**config.mk**
```make
export PLATFORM = sky130hd
export DESIGN_NAME = fpu_issue
export DESIGN_NICKNAME = d
export VERILOG_FILES = /design/src/rtl/fpu_pkg.sv /design/src/rtl/fpu_scoreboard.sv /design/src/rtl/fpu_issue.sv
export SDC_FILE = /design/constraint.sdc
export NUM_CORES = 1
export LEC_CHECK = 0
export CAP_MARGIN = 0
export CORE_UTILIZATION = 46
export DETAILED_ROUTE_END_ITERATION = 10
export HOLD_SLACK_MARGIN = 0.03
export PLACE_DENSITY = 0.91
export REMOVE_ABC_BUFFERS = 1
export SYNTH_ARGS = -nofsm -noshare
export SYNTH_HDL_FRONTEND = slang
export SYNTH_SLANG_ARGS = --single-unit
export TNS_END_PERCENT = 5
```
**constraint.sdc**
```tcl
create_clock -name clk -period 7.4 [get_ports clk]
set_input_delay 1.85 -clock clk [delete_from_list [all_inputs] [get_ports clk]]
set_output_delay 1.85 -clock clk [all_outputs]
set_load 0.03 [all_outputs]
```
**src/rtl/fpu_pkg.sv**
```systemverilog
// Shared opcode encodings, result latencies and decode helpers for the FP issue stage.
package fpu_pkg;

  localparam int LAT_MISC = 1;
  localparam int LAT_ADD  = 2;
  localparam int LAT_DIV  = 3;
  localparam int NSLOT    = 4;
  localparam int SLOT_W   = $clog2(NSLOT);

  localparam logic [3:0] FOP_NOP   = 4'd0;
  localparam logic [3:0] FOP_FADD  = 4'd1;
  localparam logic [3:0] FOP_FSUB  = 4'd2;
  localparam logic [3:0] FOP_FMUL  = 4'd3;
  localparam logic [3:0] FOP_FDIV  = 4'd4;
  localparam logic [3:0] FOP_FSQRT = 4'd5;
  localparam logic [3:0] FOP_FEQ   = 4'd6;
  localparam logic [3:0] FOP_FLT   = 4'd7;
  localparam logic [3:0] FOP_FLE   = 4'd8;
  localparam logic [3:0] FOP_FTOI  = 4'd9;
  localparam logic [3:0] FOP_ITOF  = 4'd10;
  localparam logic [3:0] FOP_FNEG  = 4'd11;
  localparam logic [3:0] FOP_FLUP  = 4'd12;

  typedef struct packed {
    logic       occ;
    logic [5:0] addr;
  } slot_t;

  function automatic logic op_uses_rs(input logic [3:0] op);
    return (op >= FOP_FADD) && (op <= FOP_FNEG);
  endfunction

  function automatic logic op_uses_rt(input logic [3:0] op);
    case (op)
      FOP_FADD, FOP_FSUB, FOP_FMUL, FOP_FDIV,
      FOP_FEQ, FOP_FLT, FOP_FLE: return 1'b1;
      default:                   return 1'b0;
    endcase
  endfunction

  function automatic logic [SLOT_W-1:0] op_latency(input logic [3:0] op);
    case (op)
      FOP_FADD, FOP_FSUB:  return SLOT_W'(LAT_ADD);
      FOP_FDIV, FOP_FSQRT: return SLOT_W'(LAT_DIV);
      default:             return SLOT_W'(LAT_MISC);
    endcase
  endfunction

endpackage

```
**src/rtl/fpu_scoreboard.sv**
```systemverilog
// Latency-slot scoreboard: slot[k] holds the register written back k cycles from now.
module fpu_scoreboard
  import fpu_pkg::*;
(
  input  logic              clk,
  input  logic              rstn,
  input  logic [5:0]        rs,
  input  logic [5:0]        rt,
  input  logic [5:0]        rd,
  input  logic              use_rs,
  input  logic              use_rt,
  input  logic              set,
  input  logic [SLOT_W-1:0] lat,
  output logic              raw_hit,
  output logic              waw_hit,
  output logic [NSLOT-1:0]  slot_busy
);

  slot_t slot [1:NSLOT-1];

  // NOTE: the slot array is only a few flops and must read empty right after
  // reset, so it is reset like ordinary state; all updates are non-blocking so
  // the shift and the new-slot write see the same pre-edge values.
  always_ff @(posedge clk or negedge rstn) begin
    if (!rstn) begin
      for (int k = 1; k < NSLOT; k++) slot[k] <= '0;
    end else begin
      for (int k = 1; k < NSLOT - 1; k++) slot[k] <= slot[k+1];
      slot[NSLOT-1] <= '0;
      if (set && rd != 6'd0) slot[lat] <= '{occ: 1'b1, addr: rd};
    end
  end

  // NOTE: every output gets a default before the loops so no latch is inferred.
  always_comb begin
    raw_hit   = 1'b0;
    waw_hit   = 1'b0;
    slot_busy = '0;
    for (int k = 1; k < NSLOT; k++) begin
      if (slot[k].occ) begin
        if (use_rs && rs != 6'd0 && rs == slot[k].addr) raw_hit = 1'b1;
        if (use_rt && rt != 6'd0 && rt == slot[k].addr) raw_hit = 1'b1;
        if (rd != 6'd0 && rd == slot[k].addr)           waw_hit = 1'b1;
      end
    end
    // Occupancy as it will be after this cycle's shift.
    for (int k = 0; k < NSLOT - 1; k++) slot_busy[k] = slot[k+1].occ;
  end

endmodule

```
**src/rtl/fpu_issue.sv**
```systemverilog
// FP issue stage: hazard-checked accept, operand read with write-back bypass,
// one registered operation per cycle toward the FPU.
module fpu_issue
  import fpu_pkg::*;
(
  input  logic        clk,
  input  logic        rstn,
  input  logic        in_valid,
  output logic        in_ready,
  input  logic [3:0]  in_ctrl,
  input  logic [5:0]  in_rs,
  input  logic [5:0]  in_rt,
  input  logic [5:0]  in_rd,
  input  logic [15:0] in_imm,
  output logic [5:0]  rf_rs_addr,
  output logic [5:0]  rf_rt_addr,
  input  logic [31:0] rf_rs_data,
  input  logic [31:0] rf_rt_data,
  input  logic [5:0]  wb_addr,
  input  logic [31:0] wb_data,
  output logic [3:0]  fpu_ctrl,
  output logic [31:0] fpu_ds_val,
  output logic [31:0] fpu_dt_val,
  output logic [5:0]  fpu_dd,
  output logic [15:0] fpu_imm,
  output logic        illegal,
  output logic [15:0] stall_cnt
);

  logic              legal, is_op, use_rs, use_rt, fire;
  logic              raw_hit, waw_hit;
  logic [NSLOT-1:0]  slot_busy;
  logic [SLOT_W-1:0] lat;
  logic [31:0]       ds_next, dt_next;

  assign rf_rs_addr = in_rs;
  assign rf_rt_addr = in_rt;

  assign legal  = in_ctrl <= FOP_FLUP;
  assign is_op  = legal && in_ctrl != FOP_NOP;
  assign use_rs = op_uses_rs(in_ctrl);
  assign use_rt = op_uses_rt(in_ctrl);
  assign lat    = op_latency(in_ctrl);

  // Nops and illegal opcodes never enter the scoreboard, so they never stall.
  assign in_ready = !is_op || !(raw_hit || waw_hit || slot_busy[lat]);
  assign fire     = in_valid && in_ready && is_op;

  // The register file does not yet hold the write-back landing this cycle.
  assign ds_next = !use_rs ? 32'd0 :
                   (in_rs != 6'd0 && in_rs == wb_addr) ? wb_data : rf_rs_data;
  assign dt_next = !use_rt ? 32'd0 :
                   (in_rt != 6'd0 && in_rt == wb_addr) ? wb_data : rf_rt_data;

  fpu_scoreboard u_scoreboard (
    .clk       (clk),
    .rstn      (rstn),
    .rs        (in_rs),
    .rt        (in_rt),
    .rd        (in_rd),
    .use_rs    (use_rs),
    .use_rt    (use_rt),
    .set       (fire),
    .lat       (lat),
    .raw_hit   (raw_hit),
    .waw_hit   (waw_hit),
    .slot_busy (slot_busy)
  );

  always_ff @(posedge clk or negedge rstn) begin
    if (!rstn) begin
      fpu_ctrl   <= '0;
      fpu_ds_val <= '0;
      fpu_dt_val <= '0;
      fpu_dd     <= '0;
      fpu_imm    <= '0;
      illegal    <= 1'b0;
      stall_cnt  <= '0;
    end else begin
      illegal <= in_valid && !legal;
      if (in_valid && !in_ready && stall_cnt != 16'hFFFF) stall_cnt <= stall_cnt + 16'd1;
      if (fire) begin
        fpu_ctrl   <= in_ctrl;
        fpu_ds_val <= ds_next;
        fpu_dt_val <= dt_next;
        fpu_dd     <= in_rd;
        fpu_imm    <= in_imm;
      end else begin
        fpu_ctrl   <= '0;
        fpu_ds_val <= '0;
        fpu_dt_val <= '0;
        fpu_dd     <= '0;
      end
    end
  end

endmodule
```
==> key figures <==
Floorplanning
  • Chip height: ~120 µm
  • Die area: 13870 µm²
  • Boundary Pins: 263
  • Rows: between 40 and 50
  • Effective utilization at floorplan: between 40% and 50%
  • Die W: ~120 µm
  • Core area: around 13000 µm²

Clock network
  • CTS hold repair buffers: 0
  • CTS root buf: clkbuf_16
  • Worst-path clk slew: about 0.05 ns
  • CTS Buffer Depth: 2
  • H-tree Lvls: 4
  • Post-CTS Setup Bufs: 0
  • Clk Latency, worst-skew pair: ~0.4 ns
  • CTS resizes: 0
  • CTS tree: built
  • CTS Buf Count: 17
  • Clk sink count: approximately 130

Logic synthesis
  • Post-Syn Instances: 551
  • Post-synthesis cell area: 6165 µm²
  • Synth warn: 0
  • Unique masters post-synth: 39
  • Synthesized area per cell: 11.19 µm²
  • Area share of the leading cell type in the synthesized netlist: about 52%
  • Main synth FF type: dfrtp_1
  • Flops & latches, synth: between 100 and 150
  • Post-synth EDFFs: 0
  • Largest area contributor in the synthesized netlist: dfrtp_1
  • Ys async rst share: 100.0%
  • Sequential area share after synthesis: about half
  • Top post-synthesis cells by area: dfrtp_1 52%, mux2i_1 10%, xor2_1 5.8%, xnor2_1 5.7%, mux2_2 5.5%

Timing
  • Layout Skew: between 0.01 and 0.015 ns
  • Slew @ Worst Pin: around 0.98 ns
  • Final Max Tran Viols: 0
  • Final hold slack: roughly 0.50 ns
  • Setup TNS: 0 ns
  • Final min period: approximately 6.4 ns
  • RSZ-0062 raised after global routing: false
  • Fmax: about 160 MHz
  • Setup violators final: 0
  • Final period util: between 80 and 90%
  • Post-route setup slack: between 1 and 1.5 ns
  • Hold Vio Cnt, Final: 0
  • Slew margin rel.: between 30% and 40%

GRT
  • Pin count of the biggest net entering global routing: 81
  • Initial antenna violation count: 0
  • Gr usage total: about 28%
  • GRT overflow: 0
  • Vias in the first global route: ~5600
  • First-pass GRT wire length: between 20000 and 30000 µm

Setup path
  • Crit path capture type: output port
  • Crit path DAT: 4.54 ns
  • Crit path cell chain: clkdlybuf4s50_1, or4b_1, o31ai_1, o21ai_1, o22ai_1, a22oi_1, nand3b_1, buf_4, nand2_1, clkdlybuf4s50_1
  • Most used cell along the critical path: clkdlybuf4s50_1
  • Startpoint types: primary input
  • Kind of critical path: primary input to output port
  • Critical path's largest stage delay: around 0.64 ns
  • Crit path max fanout: 18
  • CP required: approximately 5.6 ns
  • Slowest cell on crit path: clkdlybuf4s50_1

Power
  • Power per cell area: about 230 nW/µm²
  • Leak Pwr: between 0.004 and 0.005 µW
  • Worst VDD drop: 0.1521 mV

Place
  • Routability cong.: between 0.9 and 1
  • Port bufs: roughly 260
  • DPL Wire Length: between 10000 and 15000 µm
  • Pre-CTS WS: between 1 and 1.5 ns

Layout
  • Layout area overhead: 53.91%
  • Final #Nets: just over 900
  • Most frequent cells in the layout: 261 x clkdlybuf4s50_1, 128 x dfrtp_1, 77 x nor2_1, 64 x mux2i_1, 41 x xor2_1
  • Post-layout utilization of the core: between 70% and 80%
  • Commonest non-fill, non-tap cell in the layout: clkdlybuf4s50_1
  • Share of layout cells above drive strength 1: a little under a tenth
  • Diode count: 0
  • Multi-input logic area: between 2000 and 3000 µm²
  • Fillers: 830
  • FF+latch area: 3203 µm²

Flow run
  • Max-cap viol count: 0

Min path
  • Worst Hold Class: register to register

Detailed routing
  • DR iter-0 viols: ~350
  • # DRC: 0
  • Post-route ant nets: 0
  • Detailed-route via count: between 5000 and 6000
  • DR pass1 iterations: 5
  • Routed WL per cell: ~19 µm
  • Vias per cell: between 5 and 6
  • Final WL: ~19000 µm

Status
  • Run status: finished clean
==> metrics by stage <==
stage	cell area [µm²]	std cells	power, µW
2_1_floorplan	5917	501	1000
3_3_place_gp	8808	942	1244
3_5_place_dp	8808	942	1256
4_1_cts	9488	974	2217
5_1_grt	9488	974	2277
6_report	9488	974	2202
==> area by class of cell <==
type	instances	area share, %
flip-flops and latches	128	33.76
multi-input cells	369	28.48
repair buffers	269	28.17
clock buffers	22	4.998
well taps	172	2.268
clock inverters	10	2.163
inverters	4	0.1582
==> synthesized netlist by cell type (all sizes together) (2+ instances only) <==
master,count
dfrtp,128
nor2,77
mux2i,64
xor2,41
xnor2,40
mux2,30
buf,25
clkbuf,25
nand3,19
nand2,15
nor4,15
and2,13
nand4,12
and3,10
nor3,7
inv,4
o21ai,3
a22oi,2
nand2b,2
nor4b,2
o22ai,2
o31ai,2
or2,2
or3,2
==> final timing paths <==
path	startpoint	to	slack [ns]	depth (start not counted)
setup / recovery	in_ctrl[3]	in_ready	1.01	10
hold / removal	stall_cnt[9]	stall_cnt[9]	0.50	1
setup reg to reg	u_scoreboard.slot[9]	u_scoreboard.slot[16]	4.49	9
hold reg to reg	stall_cnt[9]	stall_cnt[9]	0.50	1
max in group asynchronous	rstn	fpu_ctrl[0]	4.50	2
min in group asynchronous	rstn	fpu_imm[5]	1.44	1
==> worst max-delay path: cells and delay by family <==
family / cells / cell delay [ns]
simple gates: 3 / 0.65
buf+inv: 3 / 1.45
compound gates: 4 / 0.59
==> sequential cells by signal, indices dropped and copies added (netlist names) <==
register,flops
fpu_ds_val,32
fpu_imm,16
stall_cnt,16
fpu_ctrl,4
fpu_dt_val,32
u_scoreboard.slot,18
fpu_dd,6
u_scoreboard.slot_busy,3
illegal,1
==> where the power goes <==
part / switching, µW / total, µW / internal, µW / leakage (µW)
sequential: 37.8 / 789 / 752 / 0.00171
clock: 297 / 955 / 657 / 0.000326
combinational: 240 / 457 / 218 / 0.00244
total: 575 / 2200 / 1630 / 0.00447
==> layer usage <==
metal	routed length [µm]	up-vias	share of wire (%)	track usage, %
met5	0	-	0	0
met4	523	0	2.8	12.34
met3	1253	39	6.7	7.316
met2	9659	254	52	49.15
met1	7143	2548	38	31.25
li1	-	2334	-	-
==> cells by family (layout without fill, tap and decap cells) <==
kind of cell             Yosys count  in the layout  share of synthesized area (%)
AND/OR/NAND/NOR                  180            180                          14.76
flip-flops                       128            128                          51.96
multiplexers                      94             94                          15.87
XOR/XNOR                          81             81                          11.51
buffers and inverters             54            305                          4.262
AO/OA/AOI/OAI                     13             13                          1.441
adder cells (fa/ha/maj)            1              1                         0.2029
(Power assumes the default switching activity.)
